### config.mk
export PLATFORM = sky130hd
export DESIGN_NAME = weight_load_sched
export DESIGN_NICKNAME = d
export VERILOG_FILES = /design/src/rtl/npu_load_pkg.sv /design/src/rtl/weight_load_sched.sv
export SDC_FILE = /design/constraint.sdc
export NUM_CORES = 1
export LEC_CHECK = 0
export BUFFER_PORTS_ARGS = -buffer_cell sky130_fd_sc_hd__buf_4
export CORE_MARGIN = 1.5
export CORE_UTILIZATION = 50
export DETAILED_ROUTE_END_ITERATION = 8
export PLACE_DENSITY_LB_ADDON = 0.2
export SKIP_CTS_REPAIR_TIMING = 1
export SLEW_MARGIN = 20
export SYNTH_ARGS = -nofsm -noshare
export SYNTH_HDL_FRONTEND = slang
export SYNTH_SLANG_ARGS = --single-unit
### constraint.sdc
create_clock -name s_axis_aclk -period 7.34 [get_ports s_axis_aclk]
set_clock_uncertainty 0.05 [all_clocks]
set_input_delay 0.734 -clock s_axis_aclk [delete_from_list [all_inputs] [get_ports s_axis_aclk]]
set_output_delay 0.734 -clock s_axis_aclk [all_outputs]
set_load 0.01 [all_outputs]
### src/rtl/npu_load_pkg.sv
// Shared definitions for the NPU weight-load path: FSM state encoding and
// default parameter values used by the weight load scheduler.
package npu_load_pkg;

    typedef enum logic [1:0] {
        ST_IDLE = 2'd0,
        ST_LOAD = 2'd1,
        ST_DONE = 2'd2
    } load_state_e;

    localparam int unsigned DEF_ADDR_WIDTH = 13;
    localparam int unsigned DEF_DATA_WIDTH = 8;
    localparam int unsigned DEF_MAX_SLOTS  = 4;
    localparam int unsigned DEF_IDX_WIDTH  = 3;

endpackage

### src/rtl/weight_load_sched.sv
// Weight load scheduler: accepts a job descriptor (up to MAX_SLOTS weight
// tensors, each with a target SRAM and expected length), then steers an
// AXI-Stream of weight bytes into the selected SRAMs, one tensor per tlast.
// Stalls while the target SRAM is busy, suppresses writes past the expected
// length and flags tensor-length mismatches.
module weight_load_sched
    import npu_load_pkg::*;
#(
    parameter int unsigned ADDR_WIDTH = DEF_ADDR_WIDTH,
    parameter int unsigned DATA_WIDTH = DEF_DATA_WIDTH,
    parameter int unsigned MAX_SLOTS  = DEF_MAX_SLOTS,
    parameter int unsigned IDX_WIDTH  = DEF_IDX_WIDTH
) (
    input  logic                            s_axis_aclk,
    input  logic                            s_axis_aresetn,
    input  logic [DATA_WIDTH-1:0]           s_axis_tdata,
    input  logic                            s_axis_tvalid,
    output logic                            s_axis_tready,
    input  logic                            s_axis_tlast,
    input  logic                            metadata_valid_i,
    output logic                            metadata_ready_o,
    input  logic [2:0]                      weight_num_i,
    input  logic [MAX_SLOTS*IDX_WIDTH-1:0]  sram_idx_i,
    input  logic [MAX_SLOTS*ADDR_WIDTH-1:0] slot_len_i,
    input  logic [2**IDX_WIDTH-1:0]         sram_busy_i,
    output logic                            write_enable,
    output logic [ADDR_WIDTH-1:0]           write_address,
    output logic [DATA_WIDTH-1:0]           write_data,
    output logic [IDX_WIDTH-1:0]            data_type,
    output logic                            busy_o,
    output logic [1:0]                      slot_o,
    output logic                            load_done_o,
    output logic                            err_len_o,
    output logic                            err_cfg_o
);

    localparam int unsigned SLOT_W  = (MAX_SLOTS > 1) ? $clog2(MAX_SLOTS) : 1;
    localparam logic [2:0]  MAX_NUM = 3'(MAX_SLOTS);

    load_state_e           state_q, state_d;
    logic [2:0]            weight_num_q;
    logic [IDX_WIDTH-1:0]  sram_idx_q [MAX_SLOTS];
    logic [ADDR_WIDTH-1:0] slot_len_q [MAX_SLOTS];
    logic [SLOT_W-1:0]     slot_q;
    logic [ADDR_WIDTH-1:0] beat_cnt_q;

    logic [IDX_WIDTH-1:0]  cur_idx;
    logic [ADDR_WIDTH-1:0] cur_len;
    logic [ADDR_WIDTH:0]   cnt_inc;
    logic                  cfg_ok;
    logic                  cfg_take;
    logic                  beat;
    logic                  in_range;
    logic                  len_mismatch;
    logic                  last_slot;

    assign cur_idx      = sram_idx_q[slot_q];
    assign cur_len      = slot_len_q[slot_q];
    assign beat         = s_axis_tvalid && s_axis_tready;
    assign in_range     = beat_cnt_q < cur_len;
    // one bit wider so a saturated counter never aliases onto a valid length
    assign cnt_inc      = {1'b0, beat_cnt_q} + {{ADDR_WIDTH{1'b0}}, 1'b1};
    assign len_mismatch = cnt_inc != {1'b0, cur_len};
    assign last_slot    = 3'(slot_q) == (weight_num_q - 3'd1);
    assign cfg_take     = (state_q == ST_IDLE) && metadata_valid_i;
    assign slot_o       = 2'(slot_q);

    // Descriptor check: too many tensors or a zero-length used slot
    always_comb begin
        cfg_ok = (weight_num_i <= MAX_NUM);
        for (int unsigned k = 0; k < MAX_SLOTS; k++) begin
            if ((3'(k) < weight_num_i) &&
                (slot_len_i[k*ADDR_WIDTH +: ADDR_WIDTH] == '0)) begin
                cfg_ok = 1'b0;
            end
        end
    end

    // FSM state register
    always_ff @(posedge s_axis_aclk or negedge s_axis_aresetn) begin
        if (!s_axis_aresetn) begin
            state_q <= ST_IDLE;
        end else begin
            state_q <= state_d;
        end
    end

    // FSM next-state logic
    always_comb begin
        state_d = state_q;
        case (state_q)
            ST_IDLE: begin
                if (cfg_take && cfg_ok && (weight_num_i != 3'd0)) begin
                    state_d = ST_LOAD;
                end
            end
            ST_LOAD: begin
                if (beat && s_axis_tlast && last_slot) begin
                    state_d = ST_DONE;
                end
            end
            ST_DONE: state_d = ST_IDLE;
            default: state_d = ST_IDLE;
        endcase
    end

    // FSM combinational outputs; tready follows the target SRAM busy flag
    always_comb begin
        metadata_ready_o = 1'b0;
        s_axis_tready    = 1'b0;
        busy_o           = 1'b0;
        case (state_q)
            ST_IDLE: metadata_ready_o = 1'b1;
            ST_LOAD: begin
                s_axis_tready = !sram_busy_i[cur_idx];
                busy_o        = 1'b1;
            end
            ST_DONE: busy_o = 1'b1;
            default: ;
        endcase
    end

    // Job config latch, slot/beat tracking and registered write/status outputs
    always_ff @(posedge s_axis_aclk or negedge s_axis_aresetn) begin
        if (!s_axis_aresetn) begin
            weight_num_q  <= '0;
            slot_q        <= '0;
            beat_cnt_q    <= '0;
            write_enable  <= 1'b0;
            write_address <= '0;
            write_data    <= '0;
            data_type     <= '0;
            load_done_o   <= 1'b0;
            err_len_o     <= 1'b0;
            err_cfg_o     <= 1'b0;
            for (int unsigned k = 0; k < MAX_SLOTS; k++) begin
                sram_idx_q[k] <= '0;
                slot_len_q[k] <= '0;
            end
        end else begin
            write_enable <= 1'b0;
            load_done_o  <= 1'b0;
            err_len_o    <= 1'b0;
            err_cfg_o    <= 1'b0;

            if (cfg_take) begin
                if (!cfg_ok) begin
                    err_cfg_o <= 1'b1;
                end else if (weight_num_i == 3'd0) begin
                    load_done_o <= 1'b1;
                end else begin
                    weight_num_q <= weight_num_i;
                    slot_q       <= '0;
                    beat_cnt_q   <= '0;
                    for (int unsigned k = 0; k < MAX_SLOTS; k++) begin
                        sram_idx_q[k] <= sram_idx_i[k*IDX_WIDTH +: IDX_WIDTH];
                        slot_len_q[k] <= slot_len_i[k*ADDR_WIDTH +: ADDR_WIDTH];
                    end
                end
            end

            if (beat) begin
                // overrun beats are consumed but leave the write bus untouched
                if (in_range) begin
                    write_enable  <= 1'b1;
                    write_address <= beat_cnt_q;
                    write_data    <= s_axis_tdata;
                    data_type     <= cur_idx;
                end
                if (s_axis_tlast) begin
                    err_len_o  <= len_mismatch;
                    beat_cnt_q <= '0;
                    if (last_slot) begin
                        load_done_o <= 1'b1;
                    end else begin
                        slot_q <= slot_q + SLOT_W'(1);
                    end
                end else if (!cnt_inc[ADDR_WIDTH]) begin
                    beat_cnt_q <= cnt_inc[ADDR_WIDTH-1:0];
                end
            end

            if (state_q == ST_DONE) begin
                slot_q <= '0;
            end
        end
    end

endmodule
==> metrics <==
area of the mapped netlist 6030 um2; fin crit period 3.57 ns; Top FF cell, synth dfrtp_1; commonest cells after routing, fill and taps aside nand2_1, buf_4, dfrtp_1, mux2_2, inv_1; Wirelength per Cell 16.9 um; DRT Pass-1 Iters 7; H-tree Lvls 3; Initial Util 51.9%; drt initial violations 225; post-synthesis instance total 620; initial antenna violation count 0; Setup TNS 0 ns; Unique masters post-synth between 50 and 60; Final Instance Area 7290 um2; clk_lat worst skew approximately 0.36 ns; DRC 0; number of port buffers 120; commonest non-fill, non-tap cell in the layout nand2_1; Yosys top cell area share 46.5%; Hold WC Path Type primary input to asynchronous set/reset pin; routed wire length 14700 um; I/O pin cnt 121; Clock Path Buffers 2; pre-CTS WS 3.96 ns; Setup CP Type flip-flop to output pin; CP Max Fanout 21; RSZ-0062 raised after global routing false; Final nets around 830; Post-DP Area approximately 7000 um2; pin count of the biggest net entering global routing 73; Detailed Place HPWL approximately 11000 um; core footprint 11600 um2; Peak VDD IR roughly 0.17 mV; Post-synth EDFFs 0; gpl congestion 0.883; via density per instance 5.60; fmax 280 MHz; Root Driver clkbuf_16; Final setup viols 0; register area share after synthesis 46.5%; area leader, netlist dfrtp_1; Die Area between 10000 and 15000 um2; static leakage power 3.55 nW; fraction of registers with async set/reset 100%; layout cell share with drive strength beyond 1 26.8%; Max Slew Vio Count 0; CTS tree built; cts bufs inserted 9; Avg Synthesized Cell Area 9.73 um2; Hold Fails Final Rpt 0; via count about 4900; dominant cells by area after synthesis dfrtp_1, nand2_1, mux4_2, mux2_2, ha_1; final worst-path cycle share between 40% and 50%; Critical Path RT 6.56 ns; ant diodes 0; Max-Cap Viols 0; slack of the critical path roughly 3.8 ns; chip width 113 um; Tot Pwr about 2.5 mW; pwr dens 340 nW/um2; Die Y roughly 110 um; Syn Nets between 700 and 800; CTS Sinks 112; clock-pin slew on the worst setup and hold paths ~0.070 ns; status completed; Critical Path End Type output pin; All-Layer GR Usage 25.2%; Cell Rows 39; total grt overflow 0; post-route ant nets 0; critical path launch point type flip-flop; fill cell count 996; Seq cells post-synth 112; Crit path arrival time around 2.8 ns; vias in the first global route 5005; Max transition margin a little over a third; area delta synth->final 21.0%; synth warn 0; slew at the pin with the worst max-slew slack 0.954 ns; first-pass GRT wire length 25100 um
sequential cells by signal (all words and copies together), names as in the netlist:
name           flops
beat_cnt_q        13
data_type          3
err_cfg_o          1
err_len_o          1
load_done_o        1
slot_len_q        52
slot_o             2
sram_idx_q        12
state_q            2
weight_num_q       3
write_address     13
write_data         8
write_enable       1
power by group:
group	total (mW)	internal [mW]	switching, mW
combinational	1.02	0.488	0.533
clock	0.493	0.268	0.226
sequential	0.969	0.839	0.129
cell usage after synthesis, types with 5 or more instances:
| cell type | count |
|---|---|
| inv_1 | 23 |
| a22o_1 | 10 |
| nor3_1 | 10 |
| buf_2 | 7 |
| a32o_1 | 5 |
| mux2_2 | 28 |
| mux4_2 | 15 |
| xnor2_1 | 16 |
| o21ai_0 | 6 |
| dfrtp_1 | 112 |
| or4_1 | 5 |
| nor4_1 | 9 |
| nor2_1 | 18 |
| a21oi_1 | 10 |
| mux2i_1 | 6 |
| or3_1 | 7 |
| nand3_1 | 8 |
| clkbuf_1 | 20 |
| o211ai_1 | 5 |
| o22ai_1 | 7 |
| nand2_1 | 204 |
| ha_1 | 19 |
cells by family after synthesis:
kind of cell / after synthesis / synth area share [%]
xor gates and xnor gates: 20 / 2.90
AOI/OAI and AO/OA: 68 / 8.78
buffers and inverters: 56 / 3.88
adders and majority gates: 19 / 3.94
DFF: 112 / 46.5
muxes: 51 / 12.3
and+or+nand+nor: 294 / 21.7
final timing paths:
kind | startpoint | end | slack [ns] | cells past startpoint
min in group s_axis_aclk | slot_len_q[17] | slot_len_q[17] | 0.42 | 2
worst max-delay path | slot_o[1] | s_axis_tready | 3.77 | 5
worst min-delay path | s_axis_aresetn | write_enable | 0.29 | 1
max in group asynchronous | s_axis_aresetn | slot_len_q[24] | 5.67 | 2
worst max register to register | slot_o[0] | data_type[1] | 4.02 | 10
worst min register to register | slot_len_q[17] | slot_len_q[17] | 0.42 | 2
cell type report:
| class | instances | area [um2] | share of cell area, % |
|---|---|---|---|
| clock inverter | 5 | 62.6 | 0.858 |
| multi-input combinational | 452 | 3000 | 41.1 |
| tap | 143 | 179 | 2.45 |
| sequential | 112 | 2800 | 38.4 |
| clock buffer | 11 | 233 | 3.19 |
| inverter | 23 | 86.3 | 1.18 |
| timing repair buffer | 124 | 931 | 12.8 |
through the flow:
stage	std cells	utilization [%]	hold WS, ns
5_1_grt	870	62.8	0.341
6_report	870	62.8	0.294
3_3_place_gp	854	60.3	0.402
2_1_floorplan	620	-	0.388
3_5_place_dp	854	60.3	0.407
4_1_cts	870	62.8	0.317
per-layer routing:
layer / track usage [%] / up-vias / routed length [um]
met5: 0 / - / 0
met4: 9.37 / 0 / 359
met3: 4.45 / 21 / 684
met2: 40.1 / 140 / 7020
met1: 34.8 / 2366 / 6620
li1: - / 2349 / -
critical path: stages, from the launching register on:
cell and delay [ns]:
dfrtp_1 0.93, mux4_2 0.51, nand2b_1 0.19, o221ai_2 0.53, nor2_1 0.10, buf_4 0.17
Note: power is estimated with default switching activity, not from simulation.
